==> config.mk <==
export PLATFORM = sky130hd
export DESIGN_NAME = md_rotate_unit
export DESIGN_NICKNAME = d
export VERILOG_FILES = /design/src/rtl/rotate_pkg.sv /design/src/rtl/md_mask_gen.sv /design/src/rtl/md_rotate_unit.sv
export SDC_FILE = /design/constraint.sdc
export NUM_CORES = 1
export LEC_CHECK = 0
export CAP_MARGIN = 15
export CORE_UTILIZATION = 52
export CTS_CLUSTER_SIZE = 16
export DETAILED_ROUTE_END_ITERATION = 8
export PLACE_DENSITY = 0.88
export SLEW_MARGIN = 0
export SYNTH_ARGS = -nofsm -noshare
export SYNTH_HDL_FRONTEND = slang
export SYNTH_SLANG_ARGS = --single-unit
==> constraint.sdc <==
create_clock -name clock_i -period 14.5 [get_ports clock_i]
set_input_delay 3.625 -clock clock_i [delete_from_list [all_inputs] [get_ports clock_i]]
set_output_delay 3.625 -clock clock_i [all_outputs]
set_load 0.05 [all_outputs]
==> src/rtl/rotate_pkg.sv <==
// Shared definitions for the MD/MDS-format rotate unit: function codes,
// FSM states, the primary opcode and CR0 field positions.
package rotate_pkg;

    typedef enum logic [2:0] {
        FN_RLDICL = 3'd0,
        FN_RLDICR = 3'd1,
        FN_RLDIC  = 3'd2,
        FN_RLDIMI = 3'd3,
        FN_RLDCL  = 3'd4,
        FN_RLDCR  = 3'd5
    } func_t;

    typedef enum logic [2:0] {
        ST_IDLE  = 3'd0,
        ST_RD_RS = 3'd1,
        ST_RD_RB = 3'd2,
        ST_RD_RA = 3'd3,
        ST_EXEC  = 3'd4,
        ST_WB    = 3'd5
    } state_t;

    localparam int OPCODE_MD_ROT = 30;
    localparam int FUNC_MAX      = 5;

    // CR0 is presented as {LT,GT,EQ,SO}, LT in the most significant bit
    localparam int CR0_LT = 3;
    localparam int CR0_GT = 2;
    localparam int CR0_EQ = 1;
    localparam int CR0_SO = 0;

    // MDS forms take the shift amount from RB instead of the immediate
    function automatic logic is_mds(input func_t fn);
        return (fn == FN_RLDCL) || (fn == FN_RLDCR);
    endfunction

endpackage

==> src/rtl/md_mask_gen.sv <==
// Combinational PowerISA MASK(x,y) generator; x and y use big-endian bit
// numbering (bit 0 is the MSB) and x > y produces a wrap-around mask.
module md_mask_gen (
    input  logic [5:0]  x,
    input  logic [5:0]  y,
    output logic [63:0] mask
);

    logic no_wrap;
    assign no_wrap = (x <= y);

    generate
        for (genvar gi = 0; gi < 64; gi++) begin : g_bit
            localparam logic [5:0] POS = 6'(gi);
            // Big-endian position gi lives at little-endian index 63-gi
            assign mask[63-gi] = no_wrap ? ((POS >= x) && (POS <= y))
                                         : ((POS <= y) || (POS >= x));
        end
    endgenerate

endmodule

==> src/rtl/md_rotate_unit.sv <==
// Execution unit for rldicl/rldicr/rldic/rldimi/rldcl/rldcr: fetches sources
// over one register-file read port, rotates and masks, then writes back RA/CR0.
module md_rotate_unit
    import rotate_pkg::*;
#(
    parameter int addressSize = 64,
    parameter int opcodeWidth = 6,
    parameter int regWidth    = 5
) (
    input  logic                   clock_i,
    input  logic                   resetn_i,
    input  logic                   enable_i,
    input  logic [opcodeWidth-1:0] opcode_i,
    input  logic [2:0]             func_i,
    input  logic [regWidth-1:0]    reg1_i,
    input  logic [regWidth-1:0]    reg2_i,
    input  logic [regWidth-1:0]    reg3_i,
    input  logic [addressSize-1:0] imm_i,
    input  logic                   bit1_i,
    input  logic                   bit2_i,
    input  logic                   xerSo_i,
    output logic                   ready_o,
    output logic                   rdReq_o,
    output logic [regWidth-1:0]    rdAddr_o,
    input  logic                   rdAck_i,
    input  logic [addressSize-1:0] rdData_i,
    output logic                   wbValid_o,
    output logic [regWidth-1:0]    wbAddr_o,
    output logic [addressSize-1:0] wbData_o,
    output logic                   crValid_o,
    output logic [3:0]             cr0_o,
    input  logic                   wbAck_i
);

    state_t                 state_reg, state_next;
    func_t                  func_reg;
    logic [regWidth-1:0]    rs_idx_reg, ra_idx_reg, rb_idx_reg;
    logic [5:0]             sh_reg, mf_reg;
    logic                   rc_reg;
    logic [addressSize-1:0] rs_reg, ra_reg;
    logic [addressSize-1:0] wb_data_reg;
    logic [regWidth-1:0]    wb_addr_reg;
    logic [3:0]             cr0_reg;

    logic                   accept;
    logic                   rd_req;
    logic [regWidth-1:0]    rd_addr;
    logic [5:0]             mask_x, mask_y;
    logic [63:0]            mask;
    logic [2*addressSize-1:0] rot_wide;
    logic [addressSize-1:0] rot, result;
    logic [3:0]             cr0_next;
    logic [5:0]             md_sh, md_mf;
    logic                   unused_imm;

    assign accept = enable_i && (opcode_i == opcodeWidth'(OPCODE_MD_ROT))
                    && (func_i <= 3'(FUNC_MAX));

    // imm[53:57] (big-endian) is sh[0:4]; mf is imm[63] || imm[58:62]
    assign md_sh      = {bit1_i, imm_i[10:6]};
    assign md_mf      = {imm_i[0], imm_i[5:1]};
    assign unused_imm = ^imm_i[addressSize-1:11];

    always_ff @(posedge clock_i) begin
        if (!resetn_i) begin
            state_reg <= ST_IDLE;
        end else begin
            state_reg <= state_next;
        end
    end

    always_comb begin
        state_next = state_reg;
        rd_req     = 1'b0;
        rd_addr    = '0;
        case (state_reg)
            ST_IDLE: begin
                if (accept) state_next = ST_RD_RS;
            end
            ST_RD_RS: begin
                rd_req  = 1'b1;
                rd_addr = rs_idx_reg;
                if (rdAck_i) begin
                    if (is_mds(func_reg))          state_next = ST_RD_RB;
                    else if (func_reg == FN_RLDIMI) state_next = ST_RD_RA;
                    else                            state_next = ST_EXEC;
                end
            end
            ST_RD_RB: begin
                rd_req  = 1'b1;
                rd_addr = rb_idx_reg;
                if (rdAck_i) state_next = ST_EXEC;
            end
            ST_RD_RA: begin
                rd_req  = 1'b1;
                rd_addr = ra_idx_reg;
                if (rdAck_i) state_next = ST_EXEC;
            end
            ST_EXEC: state_next = ST_WB;
            ST_WB: begin
                if (wbAck_i) state_next = ST_IDLE;
            end
            default: state_next = ST_IDLE;
        endcase
    end

    // Rotate left: the upper half of the doubled operand shifted left by sh
    assign rot_wide = {rs_reg, rs_reg} << sh_reg;
    assign rot      = rot_wide[2*addressSize-1:addressSize];

    always_comb begin
        mask_x = mf_reg;
        mask_y = 6'd63;
        case (func_reg)
            FN_RLDICR, FN_RLDCR: begin
                mask_x = 6'd0;
                mask_y = mf_reg;
            end
            FN_RLDIC, FN_RLDIMI: mask_y = ~sh_reg;  // 63 - sh
            default: ;
        endcase
    end

    md_mask_gen u_mask_gen (
        .x    (mask_x),
        .y    (mask_y),
        .mask (mask)
    );

    always_comb begin
        if (func_reg == FN_RLDIMI) result = (rot & mask) | (ra_reg & ~mask);
        else                       result = rot & mask;
        cr0_next         = 4'b0000;
        if (rc_reg) begin
            cr0_next[CR0_LT] = result[addressSize-1];
            cr0_next[CR0_GT] = !result[addressSize-1] && (|result);
            cr0_next[CR0_EQ] = ~|result;
            cr0_next[CR0_SO] = xerSo_i;
        end
    end

    always_ff @(posedge clock_i) begin
        if (!resetn_i) begin
            func_reg    <= FN_RLDICL;
            rs_idx_reg  <= '0;
            ra_idx_reg  <= '0;
            rb_idx_reg  <= '0;
            sh_reg      <= '0;
            mf_reg      <= '0;
            rc_reg      <= 1'b0;
            rs_reg      <= '0;
            ra_reg      <= '0;
            wb_data_reg <= '0;
            wb_addr_reg <= '0;
            cr0_reg     <= '0;
        end else begin
            case (state_reg)
                ST_IDLE: begin
                    if (accept) begin
                        func_reg   <= func_t'(func_i);
                        rs_idx_reg <= reg1_i;
                        ra_idx_reg <= reg2_i;
                        rb_idx_reg <= reg3_i;
                        sh_reg     <= md_sh;
                        mf_reg     <= md_mf;
                        rc_reg     <= is_mds(func_t'(func_i)) ? bit1_i : bit2_i;
                    end
                end
                ST_RD_RS: if (rdAck_i) rs_reg <= rdData_i;
                ST_RD_RB: if (rdAck_i) sh_reg <= rdData_i[5:0];
                ST_RD_RA: if (rdAck_i) ra_reg <= rdData_i;
                ST_EXEC: begin
                    wb_data_reg <= result;
                    wb_addr_reg <= ra_idx_reg;
                    cr0_reg     <= cr0_next;
                end
                default: ;
            endcase
        end
    end

    assign ready_o   = (state_reg == ST_IDLE);
    assign rdReq_o   = rd_req;
    assign rdAddr_o  = rd_addr;
    assign wbValid_o = (state_reg == ST_WB);
    assign wbAddr_o  = wb_addr_reg;
    assign wbData_o  = wb_data_reg;
    assign crValid_o = (state_reg == ST_WB) && rc_reg;
    assign cr0_o     = cr0_reg;

endmodule

# After elaboration in Yosys (flattened, before gate mapping)
# Cells that the tools add are included.
# word_totals
ram_bits,0
latch_bits,0
out_inout_bits,82
word_cells,396
ff_bits,235
in_bits,160
n_memories,0
mem_bits_ro,0
# op_classes
mul,0
muxes,81
magnitude_cmp,130
div,0
n_shift,1
n_reduce_logical,148
addsub,0
eq_ne,18
bitwise_logic,5
# ops
op,n
>= comparator 6 bit (first input constant),32
less-or-equal comparator 6 bit (first input constant),32
AND 64 bit,2
left shift 128 x 6 -> 128 bit,1
>= comparator 5 x 6 -> 1 bit (first input constant),16
less-or-equal comparator 5 x 6 -> 1 bit (first input constant),16
logical AND 1 bit,68
logical OR 1 bit,66
2-to-1 mux 1 bit,66
2-to-1 mux 64 bit,1
NOT 64 bit,1
bitwise OR 64 bit,1
OR reduction 64 bit,1
>= comparator 4 x 6 -> 1 bit (first input constant),8
less-or-equal comparator 4 x 6 -> 1 bit (first input constant),8
>= comparator 3 x 6 -> 1 bit (first input constant),4
less-or-equal comparator 3 x 6 -> 1 bit (first input constant),4
case mux 6 bit (2 select lines),2
equality test 3 bit (second input constant),6
2-to-1 mux 3 bit,6
2-to-1 mux 6 bit,3
case mux 3 bit (5 select lines),1
case mux 5 bit (3 select lines),1
equality test 3 x 2 -> 1 bit (second input constant),4
other kinds (20),33

# Logic depth before layout (Yosys ltp)
# depth
word_depth,13
mapped_depth,21
mapped_depth_nobuf,14

# Cells and area by module
# From an unflattened synthesis, not the netlist that was laid out.
# unflattened
hier_cells,1845
hier_area_um2,16114.2
# modules_own_cells
mod,n_inst,area_per_inst_um2,cells_each,seq_area_each_um2
md_rotate_unit,1,14296.2,1555,4704.5
md_mask_gen,1,1818.0,290,0.0

# Worst setup path after synthesis
# No wires, ideal clock.
# synth_timing
path_type,input -> register
from,in func_i[1]
to,reg sh_reg[3]
path_buffers,1
setup_time_ns,0.115
t_required_ns,14.385
path_stages,8
t_arrival_ns,5.481
path_slack_ns,8.904
cell_sequence,a2111oi_0 nand4_1 nor4_1 a21oi_1 clkbuf_1 nand2_1 o21ai_0 and2_1
# synth_between
elab_chain_cells,4
# synth_lines
item,line_no,source
start: declaration,md_rotate_unit.sv:14,"input logic [2:0] func_i,"
less-or-equal comparator 3 bit,md_rotate_unit.sv:57,&& (func_i <= 3'(FUNC_MAX));
logical AND 1 bit,md_rotate_unit.sv:57,
!= test 2 x 1 -> 1 bit (no source line),n/a,
AND reduction 3 bit (no source line),n/a,
end signal: assignment,md_rotate_unit.sv:164,sh_reg <= md_sh;
end signal: assignment,md_rotate_unit.sv:170,ST_RD_RB: if (rdAck_i) sh_reg <= rdData_i[5:0];
end: declaration,md_rotate_unit.sv:38,"logic [5:0] sh_reg, mf_reg;"
# No other way between the ends.
# A chain may end at the register's enable or synchronous reset.

# Worst setup path after layout
# layout_timing
from,reg state_reg[0]
to,out rdAddr_o[0]
# layout_between
elab_chain_cells,2
elab_cells_between_ends,4
classes_between,3 x eq/ne; 1 x mux
# layout_lines
item,line_no,source
start: declaration,md_rotate_unit.sv:35,"state_t state_reg, state_next;"
start signal: assignment,md_rotate_unit.sv:68,state_reg <= state_next;
equality test 3 x 2 -> 1 bit or equality test 3 x 1 -> 1 bit (tied branches),md_rotate_unit.sv:76,case (state_reg)
case mux 5 bit (3 select lines) (*),md_rotate_unit.sv:76,
end: declaration,md_rotate_unit.sv:24,"output logic [regWidth-1:0] rdAddr_o,"
# Mark *: on every way between the ends. The rest lies on a longest branch, timed or not.

==> results.ini <==
[clocking]
cts_tree = built
clock_sinks = 235
cts_root_buf = clkbuf_16
hold_buffers = 0
cts_buffers = 25
cts_max_level = 1
cts.path.max_buffers = 3
clk_latency_ns = 0.57
cts_setup_buffers = 0
cts_resized = 0
clk_transition_reported_paths_ns = 0.06

[timing]
finalHoldViolations = 0
fin_crit_ns = 6.778
tns_ns = 0
finClkSkew_ns = 0.02044
rsz0062_at_grt = no
slew_headroom_pct = 23.25
clock.fmax_mhz = 147.5
fin_crit_sh_pct = 46.75
setup_viol = 0
worst_slew_pin_slew_ns = 1.150
drv_slew = 0
timing.final.ws_setup_ns = 7.722

[yosys]
yosysUniqueCellTypes = 70
synth-seq-cells = 235
ys_async_sr_fraction_pct = 0
syn_area_sq_mm = 0.01674
ys_warn_count = 0
synth-edff-count = 0
synth_area_per_cell_sq_um = 8.442
synthTopCellsByArea = dfxtp_1 28%, mux4_2 13%, nand2_1 11%
synth_flop_cell = dfxtp_1
synth_top_area_share_pct = 28.10
seq_area_frac_synth_pct = 28.10
synth_cells = 1983
yosysTopAreaCell = dfxtp_1
syn-num-nets = 2149

[die]
die_area_sq_mm = 0.03291
die_h_microns = 181.4
rows = 65
die_w_microns = 181.4
initial_core_util_pct = 52.91
io_pins = 242
core_sq_mm = 0.03164

[setup_path]
crit_path_start_kind = flip-flop
required_ns = 10.88
critical_path.max_fanout = 23
end_kind = output pin
worst_ep_arrival_time_ns = 3.15
critical_path_class = flip-flop to output pin

[placement]
dp_hpwl_microns = 47490
place.gp.congestion = 1.083
io_buffers = 188
placedCellCount = 2421
dp_slack_ns = 8.401

[route]
antenna_left = 0
drc = 0
vias_per_cell = 6.687
first_pass_iters = 8
wl_microns = 64260
num_vias = 16500
drtIter0Drc = 2587
wl_per_cell_microns = 26.04

[global_routing]
grt_max_degree = 120
grt_usage_pct = 38.23
antenna_found_initial = 3
grt_pass1_wl_microns = 95080
grt-ovfl-total = 0
grt_pass1_vias = 15460

[finish]
final_cell_mix = 506 x nand2_1, 232 x dfxtp_1, 187 x clkdlybuf4s50_1, 159 x a21boi_0, 140 x nor2_1
finalNonFillerCells = 2468
final_common_cell = nand2_1
area_growth_syn_to_layout_pct = 16.60
n_fill_cell = 2626
post-route-util_pct = 61.70
drive_gt1_share_pct = 13.36
nets = 2213
antenna_cells = 0

[pwr]
p_int_mw = 1.363
netSwitchingFraction_pct = 36.15
p_per_area_mw_per_mm2 = 109.4
p_comb_share_pct = 32.1
power_frac_seq_pct = 36.3
power_frac_clock_pct = 31.6
peakVddDrop_mv = 0.08116
p_switching_uw = 771.6
p_leak_nw = 7.291

[min_path]
hold_class = flip-flop to flip-flop

[run_status]
status = completed

[run]
drv_cap = 0

final timing paths:
check | start | endpoint | slack, ns | cells after the start
setup reg to reg | func_reg[1] | cr0_o[1] | 8.51 | 14
hold / removal | cr0_o[2] | cr0_o[2] | 0.46 | 2
hold reg to reg | cr0_o[2] | cr0_o[2] | 0.46 | 2
setup / recovery | state_reg[0] | rdAddr_o[0] | 7.72 | 4
synthesized netlist by cell type (5+ instances only):
cell / instances
a31oi_1: 11
a211oi_1: 6
and2_1: 24
o22ai_1: 42
inv_2: 6
or3b_1: 6
inv_1: 8
mux2_2: 85
nand4_1: 11
o211a_1: 45
a21boi_0: 159
and3_1: 5
nor3_1: 13
dfxtp_1: 235
o21ai_0: 42
nand2_1: 507
mux4_1: 11
nor4_1: 7
nand3_1: 14
nor3b_1: 22
nor2_1: 141
mux4_2: 93
buf_2: 14
nand3b_1: 8
buf_1: 34
a21o_1: 6
nor2b_1: 7
a21oi_1: 70
clkbuf_1: 124
mux2i_1: 101
maj3_1: 49
ha_1: 6
metrics by stage:
stage | area (sq um) | hold slack, ns | total power [mW]
global route | 19520 | 0.4852 | 2.199
floorplan | 16740 | 0.4388 | 1.202
CTS | 19500 | 0.4564 | 2.116
detailed placement | 18640 | 0.4480 | 1.449
global placement | 18640 | 0.4448 | 1.433
finish | 19520 | 0.4566 | 2.134
worst max-delay path: stages, from the launching register on:
cell	delay [ns]
dfxtp_1	0.88
nor2b_1	0.55
a22oi_1	0.18
nor2_1	0.16
clkdlybuf4s50_1	0.82
layer usage:
metal | GRT usage, % | up-vias | share of wire (%)
met5 | 0 | - | 0.036
met2 | 57.40 | 1233 | 43
met3 | 9.767 | 220 | 13
met4 | 20.24 | 4 | 6.2
met1 | 50.58 | 7805 | 38
li1 | - | 7241 | -
area by class of cell:
class | count | area [sq um] | area share, %
Inverter | 17 | 63.81 | 0.3269
Clock buffer | 29 | 670.6 | 3.436
Multi-Input combinational cell | 1554 | 11290 | 57.85
Clock inverter | 17 | 191.4 | 0.9808
Sequential cell | 235 | 4711 | 24.13
Tap cell | 402 | 503.0 | 2.577
Timing Repair Buffer | 214 | 2087 | 10.69
power by group through the flow:
stage,Combinational (mW),Sequential [mW],Clock (mW)
2_1_floorplan,0.315,0.887,0
3_3_place_gp,0.654,0.778,0
3_5_place_dp,0.665,0.784,0
4_1_cts,0.670,0.771,0.676
5_1_grt,0.713,0.780,0.706
6_report,0.685,0.775,0.675
kinds of logic (layout without fill, tap and decap cells):
family | count (synthesis) | after routing | synth area share [%]
AND/OR/NAND/NOR | 785 | 785 | 19.93
AO/OA/AOI/OAI | 423 | 423 | 17.81
multiplexers | 291 | 291 | 26.06
flip-flops | 235 | 235 | 28.10
buffers and inverters | 194 | 277 | 4.709
adder cells (fa/ha/maj) | 55 | 55 | 3.378
No activity file was read; power rests on OpenSTA's default activity.
==> RTL edit: new RTL, same flow settings <==
`regWidth`: 5 -> 10.
--- a/src/rtl/md_rotate_unit.sv
+++ b/src/rtl/md_rotate_unit.sv
@@ -7,3 +7,3 @@
     parameter int opcodeWidth = 6,
-    parameter int regWidth    = 5
+    parameter int regWidth    = 10
 ) (
Interface: changed (5 resized); port bits go from 242 to 267. The function was not compared with the original's and may differ.
==> RTL edit against the original RTL <==
  * Routed wire length up 4.7%
  * Synthesized area up 5.2%
  * Cell area up 5.9%
  * Highest routed layer is now met4
  * Count of clock-buffer cells in the layout up 8
  * Register-to-register slack worse by 0.63 ns
  * Worst setup slack better by 0.16 ns
  * Sequential cell count up 20
Power is not compared: it rests on default switching activity, and its combinational part moved more than twofold at a synthesized area within 25%.
==> RTL edit: results (changes against the original RTL) <==
{| class="wikitable"
! Metric !! Value
|-
| Final #Nets || 2278 (+2.9%)
|-
| Fin Clk Skew || 0.0236 ns (+0.00317 ns)
|-
| Count of routing violations after the opening detailed-route iteration || 2548 (-1.5%)
|-
| First drt pass iteration count || 6 (-2)
|-
| Via count of the first global-routing pass || 15600 (+1.0%)
|-
| Largest net degree at the start of global routing || 135 (+13%)
|-
| GP Congestion || 1.07 (-0.92%)
|-
| Path depth of the worst reg2reg path || 16 (+2)
|-
| Most instantiated flip-flop cell in the synthesis netlist || sky130_fd_sc_hd__dfxtp_1
|-
| Worst max-slew margin expressed relative to the limit || 0.235 (+0.00289)
|-
| First-pass GRT wire length || 98100 µm (+3.2%)
|-
| TritonCTS buffer count || 27 (+8.0%)
|-
| Via count || 17100 (+3.6%)
|-
| Synthesized area per cell || 8.73 µm² (+3.4%)
|-
| Synth area leaders || sky130_fd_sc_hd__dfxtp_1 29%, sky130_fd_sc_hd__mux4_2 16%, sky130_fd_sc_hd__nand2_1 10%
|-
| Unique cell type count in the Yosys netlist || 71 (+1.4%)
|-
| Net Count, Synth || 2199 (+2.3%)
|-
| Sequential area share after synthesis || 0.290 (+0.00888)
|-
| End point of the worst hold path || wbAddr_o[3]
|-
| DP Cell Count || 2516 (+3.9%)
|-
| Worst Hold Launch || wbAddr_o[3]
|-
| Total detailed-routing wirelength || 67300 µm (+4.7%)
|-
| Total global routing track utilization || 0.386 (+0.00335)
|-
| Result of the run || completed
|-
| Worst path slowest cell || sky130_fd_sc_hd__inv_1
|-
| Fraction of layout instances using a drive strength above 1 || 0.141 (+0.00737)
|-
| DP Wirelength || 50000 µm (+5.2%)
|-
| Buffers on Ports || 213 (+13%)
|-
| Drt wl/cell || 26.2 µm (+0.74%)
|-
| Top cells by count, synth || 480 x sky130_fd_sc_hd__nand2_1, 255 x sky130_fd_sc_hd__dfxtp_1, 180 x sky130_fd_sc_hd__a21boi_0
|-
| Maximum fanout along the worst path || 70 (+200%)
|-
| Register-to-register setup slack || 7.88 ns (-0.63 ns)
|}
==> RTL edit: final cells by class <==
type	count	area, µm²	area share
multi-input combinational	1560	11700	0.568
sequential	255	5120	0.248
timing repair buffer	239	2330	0.113
clock buffer	37	763	0.0369
tap	448	561	0.0271
clock inverter	9	101	0.00490
inverter	14	52.6	0.00254
antenna	2	5.00	0.000242
==> RTL edit: worst max-delay path by stage <==
stage / cells past startpoint / slack, ns / to
global route: 16 / 7.62 / cr0_o[2]
detailed placement: 16 / 8.23 / cr0_o[2]
CTS: 5 / 7.93 / rdAddr_o[1]
floorplan: 7 / 8.68 / rdAddr_o[1]
global placement: 16 / 8.29 / cr0_o[2]
finish: 16 / 7.88 / cr0_o[2]
==> RTL edit: per-stage QoR <==
| stage | cell area (µm²) | total power, W | setup WS [ns] | hold slack, ns |
|---|---|---|---|---|
| 6_report | 20700 | 0.00171 | 7.88 | 0.467 |
| 5_1_grt | 20700 | 0.00174 | 7.62 | 0.483 |
| 4_1_cts | 20700 | 0.00170 | 7.93 | 0.467 |
| 2_1_floorplan | 17600 | 0.000912 | 8.68 | 0.439 |
| 3_5_place_dp | 19800 | 0.00102 | 8.23 | 0.459 |
| 3_3_place_gp | 19800 | 0.00102 | 8.29 | 0.450 |
==> RTL edit: cell families (layout without fill, tap and decap cells) <==
family,Yosys count,after routing,synth area share
other,0,2,0
muxes,307,307,0.268
AOI/OAI and AO/OA,443,443,0.183
and+or+nand+nor,760,760,0.184
DFF,255,255,0.290
buffers and inverters,203,299,0.0460
adders and majority gates,50,50,0.0293
==> RTL edit: routing by layer <==
metal  global-route usage  routed length, µm
met1                0.509              25200
met2                0.588              29900
met3               0.0833               7900
met4                0.209               4290
met5                    0                  0
